==> src/rtl/ps2_key_decoder.sv <==
// PS/2 keyboard receiver with make/break/extended scan-code decoding into a held-key vector.
// Optional PS2_GLITCH_FILTER_EN adds a FILTER_LEN-sample stability filter on the synced ps2_clk.
module ps2_key_decoder #(
  parameter int unsigned TIMEOUT_CYCLES = 50000,
  parameter int unsigned FILTER_LEN     = 8
) (
  input  logic       clk,
  input  logic       rst,
  input  logic       ps2_clk,
  input  logic       ps2_data,
  output logic [3:0] keys,
  output logic       byte_valid,
  output logic [7:0] byte_data,
  output logic       frame_err
);

  localparam int unsigned BIT_W = $clog2(11);
  localparam int unsigned TO_W  = (TIMEOUT_CYCLES > 2) ? $clog2(TIMEOUT_CYCLES) : 1;

  typedef enum logic [1:0] {IDLE, BRK, EXT, EXT_BRK} dec_state_t;

  logic [1:0]       clk_sync;
  logic [1:0]       data_sync;
  logic             clk_lvl;
  logic             clk_prev;
  logic             fall;
  logic             data_s;
  logic [BIT_W-1:0] bit_cnt;
  logic [8:0]       shreg;
  logic [TO_W-1:0]  to_cnt;
  dec_state_t       state, state_n;
  logic [3:0]       keys_n;
  logic [2:0]       slot;

  always_ff @(posedge clk) begin
    if (rst) begin
      clk_sync  <= '1;
      data_sync <= '1;
    end else begin
      clk_sync  <= {clk_sync[0], ps2_clk};
      data_sync <= {data_sync[0], ps2_data};
    end
  end

  assign data_s = data_sync[1];

`ifdef PS2_GLITCH_FILTER_EN
  localparam int unsigned FL_W = (FILTER_LEN > 2) ? $clog2(FILTER_LEN) : 1;
  logic            clk_filt;
  logic [FL_W-1:0] flt_cnt;

  // A level change is accepted only after FILTER_LEN consecutive differing samples.
  always_ff @(posedge clk) begin
    if (rst) begin
      clk_filt <= 1'b1;
      flt_cnt  <= '0;
    end else if (clk_sync[1] == clk_filt) begin
      flt_cnt <= '0;
    end else if (flt_cnt == FL_W'(FILTER_LEN - 1)) begin
      clk_filt <= clk_sync[1];
      flt_cnt  <= '0;
    end else begin
      flt_cnt <= flt_cnt + 1'b1;
    end
  end

  assign clk_lvl = clk_filt;
`else
  assign clk_lvl = clk_sync[1];
`endif

  always_ff @(posedge clk) begin
    if (rst) clk_prev <= 1'b1;
    else     clk_prev <= clk_lvl;
  end

  assign fall = clk_prev & ~clk_lvl;

  // shreg collects d0..d7 then parity, LSB first; the stop bit is judged live on the 11th edge.
  always_ff @(posedge clk) begin
    if (rst) begin
      bit_cnt    <= '0;
      shreg      <= '0;
      to_cnt     <= '0;
      byte_valid <= 1'b0;
      frame_err  <= 1'b0;
      byte_data  <= '0;
    end else begin
      byte_valid <= 1'b0;
      frame_err  <= 1'b0;
      if (fall) begin
        to_cnt <= '0;
        if (bit_cnt == '0) begin
          if (!data_s) bit_cnt <= BIT_W'(1);
        end else if (bit_cnt == BIT_W'(10)) begin
          bit_cnt <= '0;
          if ((^shreg) && data_s) begin
            byte_data  <= shreg[7:0];
            byte_valid <= 1'b1;
          end else begin
            frame_err <= 1'b1;
          end
        end else begin
          shreg   <= {data_s, shreg[8:1]};
          bit_cnt <= bit_cnt + 1'b1;
        end
      end else if (bit_cnt == '0) begin
        to_cnt <= '0;
      end else if (to_cnt == TO_W'(TIMEOUT_CYCLES - 1)) begin
        frame_err <= 1'b1;
        bit_cnt   <= '0;
        to_cnt    <= '0;
      end else begin
        to_cnt <= to_cnt + 1'b1;
      end
    end
  end

  // Returns {hit, index}; the E0 flag is part of the key identity.
  function automatic logic [2:0] key_slot(input logic ext, input logic [7:0] code);
    case ({ext, code})
      9'h174:  return 3'b100;
      9'h16B:  return 3'b101;
      9'h012:  return 3'b110;
      9'h02D:  return 3'b111;
      default: return 3'b000;
    endcase
  endfunction

  always_ff @(posedge clk) begin
    if (rst) begin
      state <= IDLE;
      keys  <= '0;
    end else begin
      state <= state_n;
      keys  <= keys_n;
    end
  end

  always_comb begin
    state_n = state;
    keys_n  = keys;
    slot    = '0;
    if (frame_err) begin
      state_n = IDLE;
    end else if (byte_valid) begin
      unique case (state)
        IDLE: begin
          if (byte_data == 8'hF0)      state_n = BRK;
          else if (byte_data == 8'hE0) state_n = EXT;
          else begin
            slot = key_slot(1'b0, byte_data);
            if (slot[2]) keys_n[slot[1:0]] = 1'b1;
          end
        end
        EXT: begin
          if (byte_data == 8'hF0)      state_n = EXT_BRK;
          else if (byte_data == 8'hE0) state_n = EXT;
          else begin
            slot = key_slot(1'b1, byte_data);
            if (slot[2]) keys_n[slot[1:0]] = 1'b1;
            state_n = IDLE;
          end
        end
        BRK: begin
          if (byte_data == 8'hE0) state_n = EXT_BRK;
          else begin
            slot = key_slot(1'b0, byte_data);
            if (slot[2]) keys_n[slot[1:0]] = 1'b0;
            state_n = IDLE;
          end
        end
        EXT_BRK: begin
          slot = key_slot(1'b1, byte_data);
          if (slot[2]) keys_n[slot[1:0]] = 1'b0;
          state_n = IDLE;
        end
        default: state_n = IDLE;
      endcase
    end
  end

endmodule

==> config.mk <==
export PLATFORM = sky130hd
export DESIGN_NAME = ps2_key_decoder
export DESIGN_NICKNAME = d
export VERILOG_FILES = /design/src/rtl/ps2_key_decoder.sv
export SDC_FILE = /design/constraint.sdc
export NUM_CORES = 1
export LEC_CHECK = 0
export BUFFER_PORTS_ARGS = -buffer_cell sky130_fd_sc_hd__buf_2
export CAP_MARGIN = 20
export CORE_ASPECT_RATIO = 0.5
export CORE_UTILIZATION = 59
export CTS_CLUSTER_DIAMETER = 150
export DETAILED_ROUTE_END_ITERATION = 10
export MAX_ROUTING_LAYER = met4
export PLACE_DENSITY = 0.76
export SLEW_MARGIN = 20
export SYNTH_ARGS = -nofsm -noshare
export SYNTH_HDL_FRONTEND = slang
export SYNTH_SLANG_ARGS = --single-unit
==> constraint.sdc <==
create_clock -name clk -period 2 [get_ports clk]
set_input_delay 0.2 -clock clk [delete_from_list [all_inputs] [get_ports clk]]
set_output_delay 0.2 -clock clk [all_outputs]
set_load 0.05 [all_outputs]
==> impl_metrics.tcl, run 1 <==
set metrics [dict create \
    cts_root_buffer "clkbuf_8" \
    max-slew-margin-rel 0.7013 \
    track_usage 0.2208 \
    setup_tns_ns 0 \
    synth_edf_count 0 \
    drive_above_1_share 0.1593 \
    fmax_mhz 513.7 \
    drt-total-wl_um 4115 \
    rows 15 \
    cts_max_level 2 \
    dp_hpwl_um 2894 \
    yosys.area.top_type "dfxtp_1" \
    final_nets 277 \
    setup_ws_ns 0.05324 \
    holdBufCountCts 0 \
    p_leak_uw 0.001014 \
    grt-ovfl-total 0 \
    cts_buffer_depth 2 \
    dp_cells 313 \
    vdd_drop_max_mv 0.3145 \
    cts_tree "built" \
    grt_max_degree 35 \
    syn-cell-area_sq_um 2340 \
    numPortBuffers 17 \
    netlist_top_cells_area "dfxtp_1, mux2i_1, nor2_1" \
    drcViolationCount 0 \
    rsz0062_at_grt "no" \
    holdCritPathClass "in -> reg" \
    ctsResizeCount 0 \
    crit_arrival_ns 2.19 \
    cts_setup_buffers 0 \
    cp-start-kind "flop" \
    yosysTopAreaCellShare 0.4278 \
    status "completed" \
    first_pass_iters 4 \
    crit_path_max_fanout 4 \
    avgSynthCellArea_sq_um 9.589 \
    initial_core_util 0.6493 \
    first_global_vias 1604 \
    viasPerCell 5.555 \
    tightest_slew_ns 0.4471 \
    path_class "reg -> reg" \
    core_area_sq_um 3603 \
    max_cap_violations 0 \
    netlist_top_cells_count "dfxtp_1, nor2_1, mux2i_1" \
    diodes 0 \
    min_period_ns 1.947 \
    grt_pass1_wl_um 6969 \
    drt_iter0_markers 31 \
    detailedPlace.worstSlack_ns 0.07059 \
    ys_seq_elements 50 \
    cellPowerDensity_nw_per_um2 655.8 \
    async_reset_ff_frac 0 \
    gp_congestion 0.8033 \
    dieArea_sq_um 4237 \
    instances_no_fill 321 \
    cp_common_cell "or4_1" \
    slew_violations 0 \
    cp_cell_sequence "or4b_1 > or4_1 > or4_1 > o21ai_1" \
    cp_slowest_stage_delay_ns 0.52 \
    yosysMostFrequentCell "dfxtp_1" \
    synth_flop_cell "dfxtp_1" \
    synthCells 244 \
    numCtsBuffers 5 \
    die_y_um 46.53 \
    num_io_pins 18 \
    synth_cell_types 46 \
    synth-seq-area-share 0.4278 \
    synth_nets 252 \
    timing_hold_violations_final 0 \
    clock_skew_ns 0.004657 \
    clk_pin_slew_ns 0.09 \
    yosys_warnings 0 \
    antenna_found_initial 0 \
    clk_latency_ns 0.30 \
    area_growth_syn_to_layout_pct 13.10 \
    endpoint_kind "flop" \
    min_period_over_period 0.9734 \
    setup_viol 0 \
    cp.required_ns 2.24 \
    power_uw 1736 \
    vias 1783 \
    slowest_stage "or4b_1" \
    die_x_um 91.06 \
    ant_nets 0 \
    wl_per_cell_um 12.82 \
    numClockSinks 50 \
]
==> path summary, 6_finish.rpt <==
kind | to | cells past startpoint | slack [ns] | from
max | frame_err | 4 | 0.05 | to_cnt[13]
min | data_sync[0] | 2 | 0.08 | ps2_data
max reg2reg | frame_err | 4 | 0.05 | to_cnt[13]
min reg2reg | clk_sync[1] | 1 | 0.42 | clk_sync[0]
==> critical path, delay by kind of cell, from the launching register on <==
kind / cells / cell delay, ns
and+or+nand+nor: 3 / 1.46
DFF: 1 / 0.35
AOI/OAI and AO/OA: 1 / 0.08
==> report_power, final <==
group	total, uW	switching [uW]	internal [uW]
sequential	1000	3.23	999
combinational	33.9	18.7	15.2
clock	699	327	372
==> logic make-up after synthesis <==
kind of cell | Yosys count | synth area share
AOI/OAI and AO/OA | 18 | 0.05348
xor gates and xnor gates | 20 | 0.09305
adders and majority gates | 4 | 0.02139
buffers and inverters | 14 | 0.02406
DFF | 50 | 0.4278
muxes | 24 | 0.1080
and+or+nand+nor | 114 | 0.2722
==> cells in the final DEF, fill, tap and decap left out, types with 3 or more instances in the layout <==
cell type  count
buf_2         17
nor3b_1        3
nor2_1        35
clkbuf_8       5
or2_2          5
xnor2_1       15
nor4_1         4
buf_4          9
nand2_1        7
inv_1          6
nor2b_1        3
dfxtp_1       50
mux2i_1       23
and4b_1        3
or4_1          4
nand3_1        8
nand4_1        7
ha_1           4
nand2b_1      17
o211ai_1       3
nor3_1         6
==> sequential cells by signal (all words and copies together), names as in the netlist <==
| signal | cells |
|---|---|
| keys | 4 |
| byte_data | 8 |
| byte_valid | 1 |
| bit_cnt | 4 |
| to_cnt | 16 |
| frame_err | 1 |
| shreg | 9 |
| clk_sync | 2 |
| data_sync | 2 |
| clk_prev | 1 |
| state | 2 |
==> per-layer routing <==
layer / vias up / routed length, um / GRT usage / part of all wire
met5: - / 0 / - / 0
met3: 5 / 131 / 0.05776 / 0.032
met1: 840 / 2039 / 0.2500 / 0.50
met2: 21 / 1915 / 0.3985 / 0.47
li1: 917 / - / - / -
met4: 0 / 29 / 0.06984 / 0.0070
==> layout make-up <==
cell class	count	area [sq um]
Clock inverter	3	45.04
Tap cell	51	63.81
Clock buffer	5	68.82
Fill cell	278	957.2
Sequential cell	50	1001
Inverter	6	22.52
Timing Repair Buffer	26	152.6
Multi-Input combinational cell	180	1292
==> metrics by stage <==
stage                     utilization  hold slack, ns  instance area [sq um]
after floorplan                     -          0.3038                   2340
after global placement         0.7000          0.3831                   2522
after detailed placement       0.7000          0.3887                   2522
after CTS                      0.7316         0.07078                   2636
after global routing           0.7344         0.07199                   2646
final                          0.7344         0.07842                   2646
No activity file was read; power rests on OpenSTA's default activity.
==> inputs of run 2 (changes only) <==
Settings changed: CORE_MARGIN set to 2, RECOVER_POWER set to 50.
==> run 2 against run 1 <==
  * Register-to-register slack is essentially flat
  * Total power shrank 8.9%
  * Sequential cell count is the same
  * Combinational power decreased by 2%
  * Critical path depth is the same
  * Worst setup slack got worse by 0.0037 ns
  * Largest power group unchanged
==> impl_metrics.tcl, run 2 (synthesis gave the netlist of run 1 again) <==
set metrics [dict create \
    status "completed" \
    drcViolationCount 0 \
    dp_cells 315 \
    layout_common_cells "dfxtp_1, nor2_1, mux2i_1, nand2b_1" \
    numClockSinks 50 \
    clock_skew_ns 0.009929 \
    tightest_slew_ns 1.118 \
    dieArea_sq_um 4516 \
    cts_max_level 2 \
    global_route.peak_usage_layer "met2" \
    numPortBuffers 17 \
    slowest_stage "or4b_1" \
    viasPerCell 5.543 \
    grt-ovfl-total 0 \
    detailedPlace.worstSlack_ns 0.05328 \
    cts_buffer_depth 2 \
    regMostFlops "to_cnt" \
    cts_root_buffer "clkbuf_8" \
    die_y_um 48.53 \
    cp_common_cell "or4_1" \
    mostFrequentLayoutCell "dfxtp_1" \
    first_pass_iters 4 \
    die_x_um 93.06 \
    p_leak_uw 0.0009366 \
    ant_nets 0 \
    num_io_pins 18 \
    cp_cell_sequence "or4b_1 > or4_1 > or4_1 > o21ai_1" \
    slew_violations 0 \
    ctsResizeCount 0 \
    min_period_over_period 0.9752 \
    drive_above_1_share 0.1007 \
    grt_use_met2 0.3514 \
    fillCellCount 333 \
    track_usage 0.2084 \
    numCtsBuffers 5 \
    crit_path_max_fanout 4 \
    path_class "reg -> reg" \
    cp.required_ns 2.23 \
    grt_util_met1 0.2515 \
    crit_arrival_ns 2.18 \
    vias 1785 \
    first_global_vias 1717 \
    setup_tns_ns 0 \
    rsz0062_at_grt "no" \
    wl_per_cell_um 13.17 \
    timing_hold_violations_final 0 \
    fmax_mhz 512.7 \
    holdCritPathClass "in -> reg" \
    vdd_drop_max_mv 0.2899 \
    instances_no_fill 322 \
    drt_iter0_markers 37 \
    dp_hpwl_um 3013 \
    rows 16 \
    cp-start-kind "flop" \
    grt_pass1_wl_um 7424 \
    cts_setup_buffers 0 \
    setup_ws_ns 0.04950 \
    final_nets 276 \
    clk_latency_ns 0.30 \
    diodes 0 \
    clk_pin_slew_ns 0.08 \
    max_cap_violations 0 \
    area_growth_syn_to_layout_pct 10.59 \
    holdBufCountCts 0 \
    top_regs "to_cnt x16, shreg x9, byte_data x8" \
    multi_input_area_sq_um 1292 \
    initial_core_util 0.6087 \
    grt_max_degree 35 \
    seqCellArea_sq_um 1002 \
    drt-total-wl_um 4240 \
    core_area_sq_um 3844 \
    setup_viol 0 \
    cp_slowest_stage_delay_ns 0.51 \
    largest_reg_flops 16 \
    max-slew-margin-rel 0.2546 \
    min_period_ns 1.950 \
    use_met3 0.05296 \
    gp_congestion 0.8271 \
    cts_tree "built" \
    endpoint_kind "flop" \
    cellPowerDensity_nw_per_um2 611.1 \
    antenna_found_initial 0 \
]
-- run 2: through the flow --
stage	instance area [sq um]	hold slack [ns]	total power, uW	util
floorplan	2340	0.3038	1049	-
finish	2587	0.08051	1581	0.6732
global route	2587	0.08290	1650	0.6732
CTS	2597	0.07029	1601	0.6758
global placement	2519	0.3836	1059	0.6553
detailed placement	2519	0.3856	1060	0.6553
-- run 2: report_power, final --
group | switching [uW] | internal (uW) | leakage [uW]
Clock | 310 | 235 | 0.0000438
Combinational | 18.6 | 14.6 | 0.000489
Sequential | 3.26 | 999 | 0.000404
-- run 2: path summary, 6_finish.rpt --
path,startpoint,endpoint,slack [ns],cells after the start
max,to_cnt[13],frame_err,0.05,4
min,ps2_data,data_sync[0],0.08,2
max reg2reg,to_cnt[13],frame_err,0.05,4
min reg2reg,clk_sync[0],clk_sync[1],0.42,1
-- run 2: per-layer routing --
metal	vias to the layer above	routed length, um
li1	912	-
met1	840	2073
met2	29	1963
met3	4	169
met4	0	34
met5	-	0
-- run 2: worst max-delay path, delay by kind of cell (launching register included) --
family,cells,cell delay (ns)
AND/OR/NAND/NOR,3,1.44
AO/OA/AOI/OAI,1,0.10
flip-flops,1,0.35
-- run 2: layout make-up --
class / count / share of cell area
multi-input cells: 180 / 0.4995
flip-flops and latches: 50 / 0.3873
clock buffers: 5 / 0.02660
well taps: 54 / 0.02611
clock inverters: 2 / 0.003868
inverters: 6 / 0.008704
repair buffers: 25 / 0.04787
==> inputs of run 3 (changes only) <==
Settings changed: CORE_MARGIN 2 to not set, CORE_UTILIZATION 59 to 25, PLACE_DENSITY 0.76 to 0.37, RECOVER_POWER 50 to 100.
==> run 3 against run 2 <==
  * The run now ends with DRC left
  * Fmax up 2.2%
  * Clock skew is 0.0070 ns lower
  * Register-to-register slack better by 0.04 ns
  * Sequential share of layout area shrank 3.1 points
  * Combinational power increased by 8.7%
  * Sequential cell count did not move
  * Critical path type unchanged
  * Highest routed layer unchanged
==> impl_metrics.tcl, run 3 (synthesis gave the netlist of run 1 again) <==
set metrics [dict create \
    status "finished, violations left" \
    failed_checks "DRC" \
    antenna_found_initial 0 \
    p_leak_uw 0.001010 \
    grt_max_degree 26 \
    crit_arrival_ns 2.13 \
    reg2reg_depth 4 \
    vdd_drop_max_mv 0.3006 \
    max_cap_violations 0 \
    holdCritPathClass "in -> reg" \
    dieArea_sq_um 9773 \
    largest_reg_flops 16 \
    max-slew-margin-rel 0.4178 \
    fillCellCount 921 \
    final_nets 281 \
    tightest_slew_ns 0.8732 \
    dp_hpwl_um 3530 \
    cts_setup_buffers 0 \
    ant_nets 0 \
    cellPowerDensity_nw_per_um2 709.7 \
    core_area_sq_um 8889 \
    die_x_um 138.8 \
    grt-ovfl-total 0 \
    setup_tns_ns 0 \
    cts_root_buffer "clkbuf_16" \
    min_period_ns 1.909 \
    clock_skew_ns 0.002922 \
    num_io_pins 18 \
    top_regs "to_cnt x16, shreg x9, byte_data x8" \
    drt-total-wl_um 4952 \
    hold_depth 2 \
    reg2reg_from "to_cnt[4]" \
    min_period_over_period 0.9543 \
    dp_cells 383 \
    cts_max_level 2 \
    drt_iter0_markers 78 \
    numCtsBuffers 5 \
    power_uw 1996 \
    cts_tree "built" \
    slew_violations 0 \
    gp_congestion 0.7438 \
    first_pass_iters 7 \
    numClockSinks 50 \
    first_global_vias 1750 \
    instances_no_fill 391 \
    diodes 0 \
    track_usage 0.1162 \
    initial_core_util 0.2632 \
    endpoint_kind "flop" \
    timing_hold_violations_final 0 \
    drive_above_1_share 0.1277 \
    mostFrequentLayoutCell "dfxtp_1" \
    rows 24 \
    cts_buffer_depth 2 \
    die_y_um 70.41 \
    vias 1778 \
    wl_per_cell_um 12.66 \
    fmax_mhz 523.9 \
    crit_start "to_cnt[4]" \
    clk_pin_slew_ns 0.07 \
    clk_latency_ns 0.29 \
    regMostFlops "to_cnt" \
    viasPerCell 4.547 \
    setup_viol 0 \
    numPortBuffers 17 \
    rsz0062_at_grt "no" \
    area_growth_syn_to_layout_pct 20.21 \
    cp-start-kind "flop" \
    cp.required_ns 2.23 \
    grt_pass1_wl_um 8666 \
    crit_path_max_fanout 5 \
    drcViolationCount 7 \
    path_class "reg -> reg" \
    layout_common_cells "dfxtp_1, nor2_1, mux2i_1, nand2b_1, clkbuf_1" \
    hold_start "ps2_clk" \
]
[run 3: cell count changes in the layout (fill, tap and decap cells not counted), moves of 3 or more]
cell / before / now
buf_4: 7 / 10
clkbuf_16: 0 / 5
or4_1: 4 / 1
clkbuf_8: 5 / 0
or4_4: 0 / 3
[run 3: final cells by class]
class	instances	area (sq um)	share of cell area
inverters	6	22.52	0.008007
clock inverters	3	40.04	0.01423
clock buffers	5	125.1	0.04448
multi-input cells	180	1308	0.4649
flip-flops and latches	50	1001	0.3559
well taps	117	146.4	0.05205
repair buffers	30	170.2	0.06050
[run 3: critical path: stages (launching register included)]
cell and delay, ns:
dfxtp_1 0.34, or4bb_1 0.56, or4_4 0.44, or4_4 0.43, o21ai_1 0.08
[run 3: worst paths after layout]
kind	endpoint	slack [ns]
max	frame_err	0.09
min	clk_sync[0]	0.09
max reg2reg	frame_err	0.09
min reg2reg	data_sync[1]	0.41
[run 3: through the flow]
stage          area [sq um]  hold slack (ns)  utilization  setup WS, ns
3_5_place_dp           2648           0.3862       0.2979       0.03221
4_1_cts                2813          0.08320       0.3164       0.02220
2_1_floorplan          2340           0.3038            -        0.1482
3_3_place_gp           2648           0.3815       0.2979       0.07816
5_1_grt                2813          0.09018       0.3164       0.01789
6_report               2813          0.08885       0.3164       0.09141
[run 3: repair_timing]
action	4_1_cts	5_1_grt
hold endpoints to repair	0	0
hold buffers	0	0
resized for setup	0	6
endpoints found under the setup margin	0	17
[run 3: layer usage]
| layer | GRT usage | share of wire | vias to the layer above |
|---|---|---|---|
| met1 | 0.1450 | 0.52 | 829 |
| met3 | 0.03909 | 0.043 | 4 |
| li1 | - | - | 919 |
| met2 | 0.1813 | 0.43 | 26 |
| met5 | - | 0 | - |
| met4 | 0.02716 | 0.0071 | 0 |
[run 3: where the power goes]
group,leakage [uW],total [uW],switching (uW),internal (uW)
combinational,0.000523,36.1,21.2,14.9
clock,0.0000836,957,372,586
sequential,0.000404,1000,2.86,1000
total,0.00101,2000,396,1600
